`src/rtl/spike_mac_pkg.sv`:
```
// Shared defaults, column-sum width helper and frame-control state type for the
// sequential spike MAC accumulator.
package spike_mac_pkg;

  localparam int N_IN_DEF      = 8;
  localparam int N_OUT_DEF     = 8;
  localparam int W_WIDTH_DEF   = 8;
  // Matches the DPE OUT_WIDTH so frame results drop straight into the activation stage.
  localparam int ACC_WIDTH_DEF = 16;
  localparam int STEP_W_DEF    = 8;

  // Width that holds the sum of n_in unsigned w_width-bit weights without overflow.
  function automatic int csum_w(input int w_width, input int n_in);
    return w_width + $clog2(n_in + 1);
  endfunction

  typedef enum logic [1:0] {
    ACCUM = 2'd0,
    FLUSH = 2'd1,
    HOLD  = 2'd2
  } state_e;

endpackage

```
`src/rtl/spike_colsum.sv`:
```
// Combinational masked column-sum array: csum[k] = sum over j of spikes[j] ? W[j][k] : 0.
module spike_colsum
  import spike_mac_pkg::*;
#(
  parameter int N_IN    = N_IN_DEF,
  parameter int N_OUT   = N_OUT_DEF,
  parameter int W_WIDTH = W_WIDTH_DEF,
  parameter int CSUM_W  = csum_w(W_WIDTH, N_IN)
) (
  input  logic [N_IN*N_OUT*W_WIDTH-1:0] weights,
  input  logic [N_IN-1:0]               spikes,
  output logic [N_OUT*CSUM_W-1:0]       csums
);

  always_comb begin : colsum_array
    logic [CSUM_W-1:0] sum;
    sum   = '0;
    csums = '0;
    for (int k = 0; k < N_OUT; k++) begin
      sum = '0;
      for (int j = 0; j < N_IN; j++) begin
        if (spikes[j]) begin
          sum = sum + CSUM_W'(weights[(j*N_OUT+k)*W_WIDTH +: W_WIDTH]);
        end
      end
      csums[k*CSUM_W +: CSUM_W] = sum;
    end
  end

endmodule

```
`src/rtl/spike_mac_accum.sv`:
```
// Sequential spike MAC: registered weight matrix, one-deep column-sum stage and
// per-column frame accumulators. Define SPIKE_MAC_ACCUM_SAT_EN for clamping accumulators.
module spike_mac_accum
  import spike_mac_pkg::*;
#(
  parameter int N_IN      = N_IN_DEF,
  parameter int N_OUT     = N_OUT_DEF,
  parameter int W_WIDTH   = W_WIDTH_DEF,
  parameter int ACC_WIDTH = ACC_WIDTH_DEF,
  parameter int STEP_W    = STEP_W_DEF
) (
  input  logic                         clk,
  input  logic                         rst_n,
  input  logic                         w_we,
  input  logic [$clog2(N_IN)-1:0]      w_row,
  input  logic [N_OUT*W_WIDTH-1:0]     w_data,
  input  logic                         in_valid,
  output logic                         in_ready,
  input  logic [N_IN-1:0]              in_spikes,
  input  logic                         in_last,
  output logic                         out_valid,
  input  logic                         out_ready,
  output logic [N_OUT*ACC_WIDTH-1:0]   out_sums,
  output logic [STEP_W-1:0]            out_steps,
  output logic [N_OUT-1:0]             out_sat
);

  localparam int CSUM_W = csum_w(W_WIDTH, N_IN);
  localparam int ROW_W  = $clog2(N_IN);
  localparam logic [ROW_W:0] N_IN_L = (ROW_W+1)'(N_IN);

  state_e state_q, state_d;

  logic [N_IN-1:0][N_OUT*W_WIDTH-1:0] w_q, w_d;
  logic [N_OUT-1:0][CSUM_W-1:0]       csum_p0, csum_p1_q, csum_p1_d;
  logic                               vld_p1_q, vld_p1_d;
  logic                               last_p1_q, last_p1_d;
  logic [N_OUT-1:0][ACC_WIDTH-1:0]    acc_q, acc_d, acc_nxt;
  logic [N_OUT-1:0][ACC_WIDTH-1:0]    out_sums_q, out_sums_d;
  logic [STEP_W-1:0]                  steps_q, steps_d, steps_nxt;
  logic [STEP_W-1:0]                  out_steps_q, out_steps_d;
  logic                               accept;
`ifdef SPIKE_MAC_ACCUM_SAT_EN
  logic [N_OUT-1:0]                   sat_q, sat_d, sat_nxt;
  logic [N_OUT-1:0]                   out_sat_q, out_sat_d;
`endif

  function automatic logic [ACC_WIDTH-1:0] acc_add(input logic [ACC_WIDTH-1:0] a,
                                                   input logic [CSUM_W-1:0]    c);
`ifdef SPIKE_MAC_ACCUM_SAT_EN
    logic [ACC_WIDTH:0] full;
    full = {1'b0, a} + (ACC_WIDTH+1)'(c);
    return full[ACC_WIDTH] ? '1 : full[ACC_WIDTH-1:0];
`else
    return a + ACC_WIDTH'(c);
`endif
  endfunction

`ifdef SPIKE_MAC_ACCUM_SAT_EN
  function automatic logic acc_ovf(input logic [ACC_WIDTH-1:0] a,
                                   input logic [CSUM_W-1:0]    c);
    logic [ACC_WIDTH:0] full;
    full = {1'b0, a} + (ACC_WIDTH+1)'(c);
    return full[ACC_WIDTH];
  endfunction
`endif

  function automatic logic [STEP_W-1:0] step_inc(input logic [STEP_W-1:0] s);
    return (&s) ? s : s + 1'b1;
  endfunction

  assign in_ready  = (state_q == ACCUM);
  assign out_valid = (state_q == HOLD);
  assign accept    = in_valid && in_ready;

  spike_colsum #(
    .N_IN    (N_IN),
    .N_OUT   (N_OUT),
    .W_WIDTH (W_WIDTH),
    .CSUM_W  (CSUM_W)
  ) u_colsum (
    .weights (w_q),
    .spikes  (in_spikes),
    .csums   (csum_p0)
  );

  // ---- S0 -> S1: weight update and column-sum capture (old weights on a same-cycle write)
  always_comb begin
    w_d = w_q;
    if (w_we && ({1'b0, w_row} < N_IN_L)) begin
      w_d[w_row] = w_data;
    end
    csum_p1_d = csum_p1_q;
    vld_p1_d  = accept;
    last_p1_d = 1'b0;
    if (accept) begin
      csum_p1_d = csum_p0;
      last_p1_d = in_last;
    end
  end

  // ---- S1 -> S2: integration into accumulators and frame control
  always_comb begin
    for (int k = 0; k < N_OUT; k++) begin
      acc_nxt[k] = acc_add(acc_q[k], csum_p1_q[k]);
    end
    steps_nxt   = step_inc(steps_q);
    state_d     = state_q;
    acc_d       = acc_q;
    steps_d     = steps_q;
    out_sums_d  = out_sums_q;
    out_steps_d = out_steps_q;
`ifdef SPIKE_MAC_ACCUM_SAT_EN
    for (int k = 0; k < N_OUT; k++) begin
      sat_nxt[k] = sat_q[k] | acc_ovf(acc_q[k], csum_p1_q[k]);
    end
    sat_d     = sat_q;
    out_sat_d = out_sat_q;
`endif
    if (vld_p1_q) begin
      acc_d   = acc_nxt;
      steps_d = steps_nxt;
`ifdef SPIKE_MAC_ACCUM_SAT_EN
      sat_d   = sat_nxt;
`endif
    end
    case (state_q)
      ACCUM: begin
        if (accept && in_last) state_d = FLUSH;
      end
      FLUSH: begin
        // Publish the post-integration totals and start the next frame from zero.
        if (vld_p1_q && last_p1_q) begin
          out_sums_d  = acc_nxt;
          out_steps_d = steps_nxt;
          acc_d       = '0;
          steps_d     = '0;
`ifdef SPIKE_MAC_ACCUM_SAT_EN
          out_sat_d   = sat_nxt;
          sat_d       = '0;
`endif
          state_d     = HOLD;
        end
      end
      HOLD: begin
        if (out_ready) state_d = ACCUM;
      end
      default: state_d = ACCUM;
    endcase
  end

  always_ff @(posedge clk or negedge rst_n) begin
    if (!rst_n) begin
      state_q     <= ACCUM;
      w_q         <= '0;
      csum_p1_q   <= '0;
      vld_p1_q    <= 1'b0;
      last_p1_q   <= 1'b0;
      acc_q       <= '0;
      steps_q     <= '0;
      out_sums_q  <= '0;
      out_steps_q <= '0;
`ifdef SPIKE_MAC_ACCUM_SAT_EN
      sat_q       <= '0;
      out_sat_q   <= '0;
`endif
    end else begin
      state_q     <= state_d;
      w_q         <= w_d;
      csum_p1_q   <= csum_p1_d;
      vld_p1_q    <= vld_p1_d;
      last_p1_q   <= last_p1_d;
      acc_q       <= acc_d;
      steps_q     <= steps_d;
      out_sums_q  <= out_sums_d;
      out_steps_q <= out_steps_d;
`ifdef SPIKE_MAC_ACCUM_SAT_EN
      sat_q       <= sat_d;
      out_sat_q   <= out_sat_d;
`endif
    end
  end

  assign out_sums  = out_sums_q;
  assign out_steps = out_steps_q;
`ifdef SPIKE_MAC_ACCUM_SAT_EN
  assign out_sat   = out_sat_q;
`else
  assign out_sat   = '0;
`endif

endmodule
```
`config.mk`:
```
export PLATFORM = sky130hd
export DESIGN_NAME = spike_mac_accum
export DESIGN_NICKNAME = d
export VERILOG_FILES = /design/src/rtl/spike_mac_pkg.sv /design/src/rtl/spike_colsum.sv /design/src/rtl/spike_mac_accum.sv
export SDC_FILE = /design/constraint.sdc
export NUM_CORES = 2
export LEC_CHECK = 0
export BUFFER_PORTS_ARGS = -buffer_cell sky130_fd_sc_hd__clkbuf_2
export CAP_MARGIN = 20
export CORE_MARGIN = 5
export CORE_UTILIZATION = 50
export DETAILED_ROUTE_END_ITERATION = 10
export PLACE_DENSITY_LB_ADDON = 0.12
export SETUP_SLACK_MARGIN = 0.4
export SLEW_MARGIN = 20
export SYNTH_ARGS = -nofsm -noshare
export SYNTH_HDL_FRONTEND = slang
export SYNTH_SLANG_ARGS = --single-unit
```
`constraint.sdc`:
```
create_clock -name clk -period 8.4 [get_ports clk]
set_clock_uncertainty 0.15 [all_clocks]
set_input_delay 2.1 -clock clk [delete_from_list [all_inputs] [get_ports clk]]
set_output_delay 2.1 -clock clk [all_outputs]
set_load 0.02 [all_outputs]
```
Word-level counts from Yosys, hierarchy flattened
Index checks and enable logic that the tools add are counted.
Widths: inputs -> output; s select.
Storage, ports and cells
  register bits: 884
  input bits: 81
  output and inout port bits: 146
  word-level logic and storage cells: 196
Cells by class
  $add $sub $neg: 65
  order comparisons: 2
  eq/ne operators: 5
  multiplexer cells: 79
  reduce and logical (&&, ||, !) cells: 8
Operators with widths (number)
  $mux 12: 56
  $add 12x8->12: 48
  $bwmux 512: 1
  $mux 128: 3
  $demux 64 s3: 1
  $add 16x12->16: 8
  $mux 8: 12
  $add 8x8->9: 8
  $mux 64: 1
  $add 8x1->8 const B: 1
  $reduce_and 8->1: 1
  $mux 2: 3
  $pmux 2 s3: 1
  $logic_and 1x1->1: 4
  $lt 3x4->1 const B: 1
  $ne 2x1->1 const B: 2
  $ge 3x1->1 const B: 1
  $reduce_and 3->1: 1
  $eq 2x1->1 const B: 1
  $eq 2x2->1 const B: 1
  $logic_not 2->1: 1
  $ne 2x2->1 const B: 1
  $reduce_and 2->1: 1
  $mux 1: 1

Depth between registers and ports, before layout
  depth after elaboration: 15
  gate-level depth with buffers: 47
  gate-level depth less buffers: 44

Modules after synthesis
Synthesis repeated with hierarchy kept, for this count alone.
Second synthesis, totals
  cell total of the unflattened synthesis: 6556
  area total of the unflattened synthesis: 64380.5 um^2
By module, submodules not included
  spike_mac_accum: instances 1, cells an instance 2910, area an instance 37837.5 um^2, sequential area each 22121.2 um^2
  spike_colsum: instances 1, cells an instance 3646, area an instance 26543.0 um^2, sequential area each 0.0 um^2

Worst setup path before layout
OpenSTA, ideal clock, no wires.
  path type: input port to flip-flop
  start: input in_spikes[0]
  end: register csum_p1_q[46] in the netlist's numbering
  library setup time: 0.133 ns
  arrival: 9.907 ns
  data required time: 8.117 ns
  path slack: -1.790 ns
  cell stages on the path: 43
  path buffers: 3
  path through: clkbuf_2 > clkbuf_1 > clkbuf_1 > nand2_1 > inv_1 > ha_1 > a21o_1 > a21o_1 > maj3_1 > a21oi_1 > xnor2_1 > mux2i_1 > ha_1 > a21oi_1 > xnor2_1 > mux2_2 > ha_1 > o21ai_0 > [... 7 more ...] > a21oi_1 > ha_1 > a21boi_0 > a21oi_1 > mux2_2 > ha_1 > xor2_1 > mux2_2 > ha_1 > nor2b_1 > o21a_1 > o21ai_0 > inv_1 > a21oi_1 > o32ai_1 > mux2i_1 > xor2_1 > o21ai_0
On the way
  longest elaborated chain between the ends: 15
Ends and longest elaborated chain
  start: declaration: RTL line spike_mac_accum.sv:19  | input logic [N_IN-1:0] in_spikes,
  $mux 8 (*): RTL line spike_colsum.sv:22  | if (spikes[j]) begin
  $add 8x8->9: RTL line spike_colsum.sv:23  | sum = sum + CSUM_W'(weights[(j*N_OUT+k)*W_WIDTH +: W_WIDTH]);
  $mux 12 (*): RTL line spike_colsum.sv:22
  $add 12x8->12: RTL line spike_colsum.sv:23
  $mux 12 (*): RTL line spike_colsum.sv:22
  $add 12x8->12: RTL line spike_colsum.sv:23
  $mux 12 (*): RTL line spike_colsum.sv:22
  $add 12x8->12: RTL line spike_colsum.sv:23
  $mux 12 (*): RTL line spike_colsum.sv:22
  $add 12x8->12: RTL line spike_colsum.sv:23
  $mux 12 (*): RTL line spike_colsum.sv:22
  $add 12x8->12: RTL line spike_colsum.sv:23
  $mux 12 (*): RTL line spike_colsum.sv:22
  $add 12x8->12: RTL line spike_colsum.sv:23
  $mux 12 (*): RTL line spike_colsum.sv:22
  end signal: assignment: RTL line spike_mac_accum.sv:170  | csum_p1_q <= csum_p1_d;
  end: declaration: RTL line spike_mac_accum.sv:35  | logic [N_OUT-1:0][CSUM_W-1:0] csum_p0, csum_p1_q, csum_p1_d;
Every way passes the cells marked *; elsewhere a longest branch is shown, timed or not.
A chain may end at the register's enable or synchronous reset.

Final worst setup path
  start: input in_spikes[0]
  end: register csum_p1_q[23] in the netlist's numbering
Same word-level chain as after synthesis.

==> run_results.csv <==
group,metric,value,unit
run_status,status,"finished with violations",
run_status,violations,"negative setup slack",
place,dpl.hpwl,123000,um
cts,clk_pin_slew_worst_paths,0.06,ns
setup_path,slowest_stage,"fa_2",
route,routedWlPerCell,18.7,um
setup_path,r2r_setup_slack,0.43,ns
setup_path,reg2reg_depth,39,
die,start_util,0.502,
layout,instances_no_fill,9601,
die,num_rows,129,
layout,final_util,0.692,
cts,worstSkewPairLatency,0.73,ns
run,cap_violations,0,
setup_path,critPathRequiredTime,8.81,ns
synth,ys_ff_latch,884,
setup_path,rr_endpoint,"csum_p1_q[35]$_DFFE_PN0P_",
synth,avgSynthCellArea,9.72,um^2
global_route,globalRouteTotalUtil,0.262,
sta,post-route-period-util,1.11,
worst_hold_path,hold_path_class,"flip-flop to flip-flop",
worst_hold_path,hp-start,"out_sums[23]$_DFFE_PN0P_",
sta,setup_viol,55,
die,die-area,131000,um^2
route,top_layer,"met5",
setup_path,r2r-start,"w_q[16]$_DFFE_PN0P_",
setup_path,end_kind,"flip-flop",
global_route,grt_pass1_wl,279000,um
sta,layout_setup_ws,-0.921,ns
route,drt_wl_total,179000,um
layout,n_fill_cell,9236,
global_route,grt_pass1_vias,51900,
sta,fmax,107,MHz
sta,max_slew_margin,0.233,
synth,yosys.cell_types.count,93,
place,io_buffers,218,
cts,cts_tree,"yes",
setup_path,worstPathMaxFanout,5,
cts,cts_root_buf,"clkbuf_16",
die,die_w,362,um
setup_path,cp.arrival,9.74,ns
route,drc,0,
global_route,grt_overflow,0,
synth,async_flop_share,1.00,
route,detail_route.iter0.violations,2811,
sta,worst_pin_slew,1.15,ns
layout,syn2layout_area_growth,38.0,%
synth,ys.flop_type,"dfrtp_1",
worst_hold_path,hold_path_end,"out_sums[23]$_DFFE_PN0P_",
setup_path,crit_path_max_incr_delay,0.43,ns
sta,hold_violations,0,
route,wl_met2,78800,um
setup_path,path_common_cell,"ha_4",
cts,cts_made_buffers,107,
sta,min_period,9.32,ns
route,wl_met3,9270,um
synth,yosys_warnings,0,
die,ioPinCount,227,
worst_hold_path,hold_depth,2,
die,core_region_area,123000,um^2
route,viasPerCell,5.45,
sta,rsz0062_at_grt,"yes",
global_route,grt_max_degree,163,
global_route,antenna_found_initial,9,
layout,drive_above_1_share,0.432,
cts,clk_path_buf_depth,3,
cts,cts.sinks,884,
synth,synth-edff-count,0,
route,firstDrtPassIters,5,
setup_path,worstSetupPathType,"primary input to flip-flop",
layout,layout_common_cells,"buf_4 (1315), dfrtp_1 (883), mux2_2 (646), nand2_1 (518), nor2_1 (477)",
setup_path,crit_path_start_kind,"primary input",
route,wl_met1,86900,um
place,gp_congestion,0.854,
place,dp.cells,9045,
die,fp.dieH,362,um
synth,syn_inst,6372,
synth,synth_area,62000,um^2
route,drtAntennaViolNets,0,
sta,slew_viol_final,0,
cts,h-tree-depth,3,
layout,nets,8555,
route,route.vias.total,52400,
layout,final_common_cell,"buf_4",
synth,ys_seq_area_frac,0.357,
-- per-stage QoR --
stage	setup slack, ns	cell area (um^2)	hold slack [ns]	TNS [ns]
2_1_floorplan	-1.06	63300	0.295	-35.19
3_3_place_gp	-1.69	73500	0.307	-88.49
3_5_place_dp	-1.83	73500	0.314	-99.96
4_1_cts	-0.604	82600	0.328	-17.69
5_1_grt	-1.22	85500	0.352	-44.72
6_report	-0.921	85500	0.324	-28.20
-- cells in the mapped netlist, drive strengths merged, types with 18 or more instances --
master	instances	area (um^2)
or3	19	119
a21oi	351	1760
mux2	716	8060
nand2b	40	250
a211oi	47	353
a21boi	78	593
inv	340	1280
o31ai	33	253
nor3	69	345
nor2b	112	711
xor2	111	972
o211ai	24	180
o21ai	486	2430
nand3	61	305
and2	62	390
buf	52	229
and3	18	113
a21o	136	1020
dfrtp	884	22100
xnor2	324	2870
nand2	540	2030
o21bai	35	263
fa	64	1280
mux2i	175	1750
ha	537	6720
nor2	508	1910
o21a	134	1010
clkbuf	184	692
a31oi	21	131
-- logic make-up (layout without fill, tap and decap cells) --
family          Yosys count  after routing  share of synthesized area
buf+inv                 578           2155                     0.0356
other cells               1             16                  0.0000605
xor+xnor                440            440                     0.0639
fa+ha+maj               608            608                      0.130
compound gates         1462           1462                      0.146
mux                     891            891                      0.158
simple gates           1508           1508                      0.109
flops                   884            884                      0.357
-- registers in the layout (all words and copies together) (netlist names) --
signal	flops
last_p1_q	1
vld_p1_q	1
csum_p1_q	96
out_steps	8
out_sums	128
state_q	2
acc_q	128
steps_q	8
w_q	512
-- worst max-delay path by stage --
stage / slack (ns) / from / end
3_3_place_gp: -1.69 / in_spikes[0] / csum_p1_q[71]$_DFFE_PN0P_
4_1_cts: -0.60 / in_spikes[0] / csum_p1_q[35]$_DFFE_PN0P_
6_report: -0.92 / in_spikes[0] / csum_p1_q[23]$_DFFE_PN0P_
3_5_place_dp: -1.83 / in_spikes[0] / csum_p1_q[46]$_DFFE_PN0P_
2_1_floorplan: -1.06 / in_spikes[0] / csum_p1_q[71]$_DFFE_PN0P_
5_1_grt: -1.22 / in_spikes[0] / csum_p1_q[23]$_DFFE_PN0P_
-- layer usage --
layer  global-route usage  vias up
met5                    0        -
met2                0.403     1018
met3               0.0353      230
met4               0.0707        2
met1                0.390    25700
li1                     -    25500
-- worst max-delay path: cells and delay by family --
kind / cells / cell delay, ns
adders and majority gates: 8 / 2.35
buffers and inverters: 11 / 1.30
AOI/OAI and AO/OA: 12 / 1.45
muxes: 6 / 1.51
and+or+nand+nor: 4 / 0.54
xor gates and xnor gates: 3 / 0.46
-- what timing repair did --
action / 4_1_cts / 5_1_grt
endpoints found under the hold margin: 0 / 0
gates cloned: 3 / 0
setup endpoints to repair: 78 / 82
hold buffers: 0 / 0
setup buffers: 252 / 100
resized for setup: 726 / 399
pin swaps: 410 / 370
-- final cells by class --
type	count	area (um^2)	share of cell area
sequential	884	22100	0.259
tap	1637	2050	0.0240
clock inverter	38	517	0.00604
timing repair buffer	1621	12300	0.144
antenna	8	20.0	0.000234
multi-input combinational	4917	44100	0.516
clock buffer	154	3100	0.0363
inverter	342	1290	0.0151
Power is not shown: default switching activity piles up to over one toggle a cycle in this logic, so the estimate is an artifact.
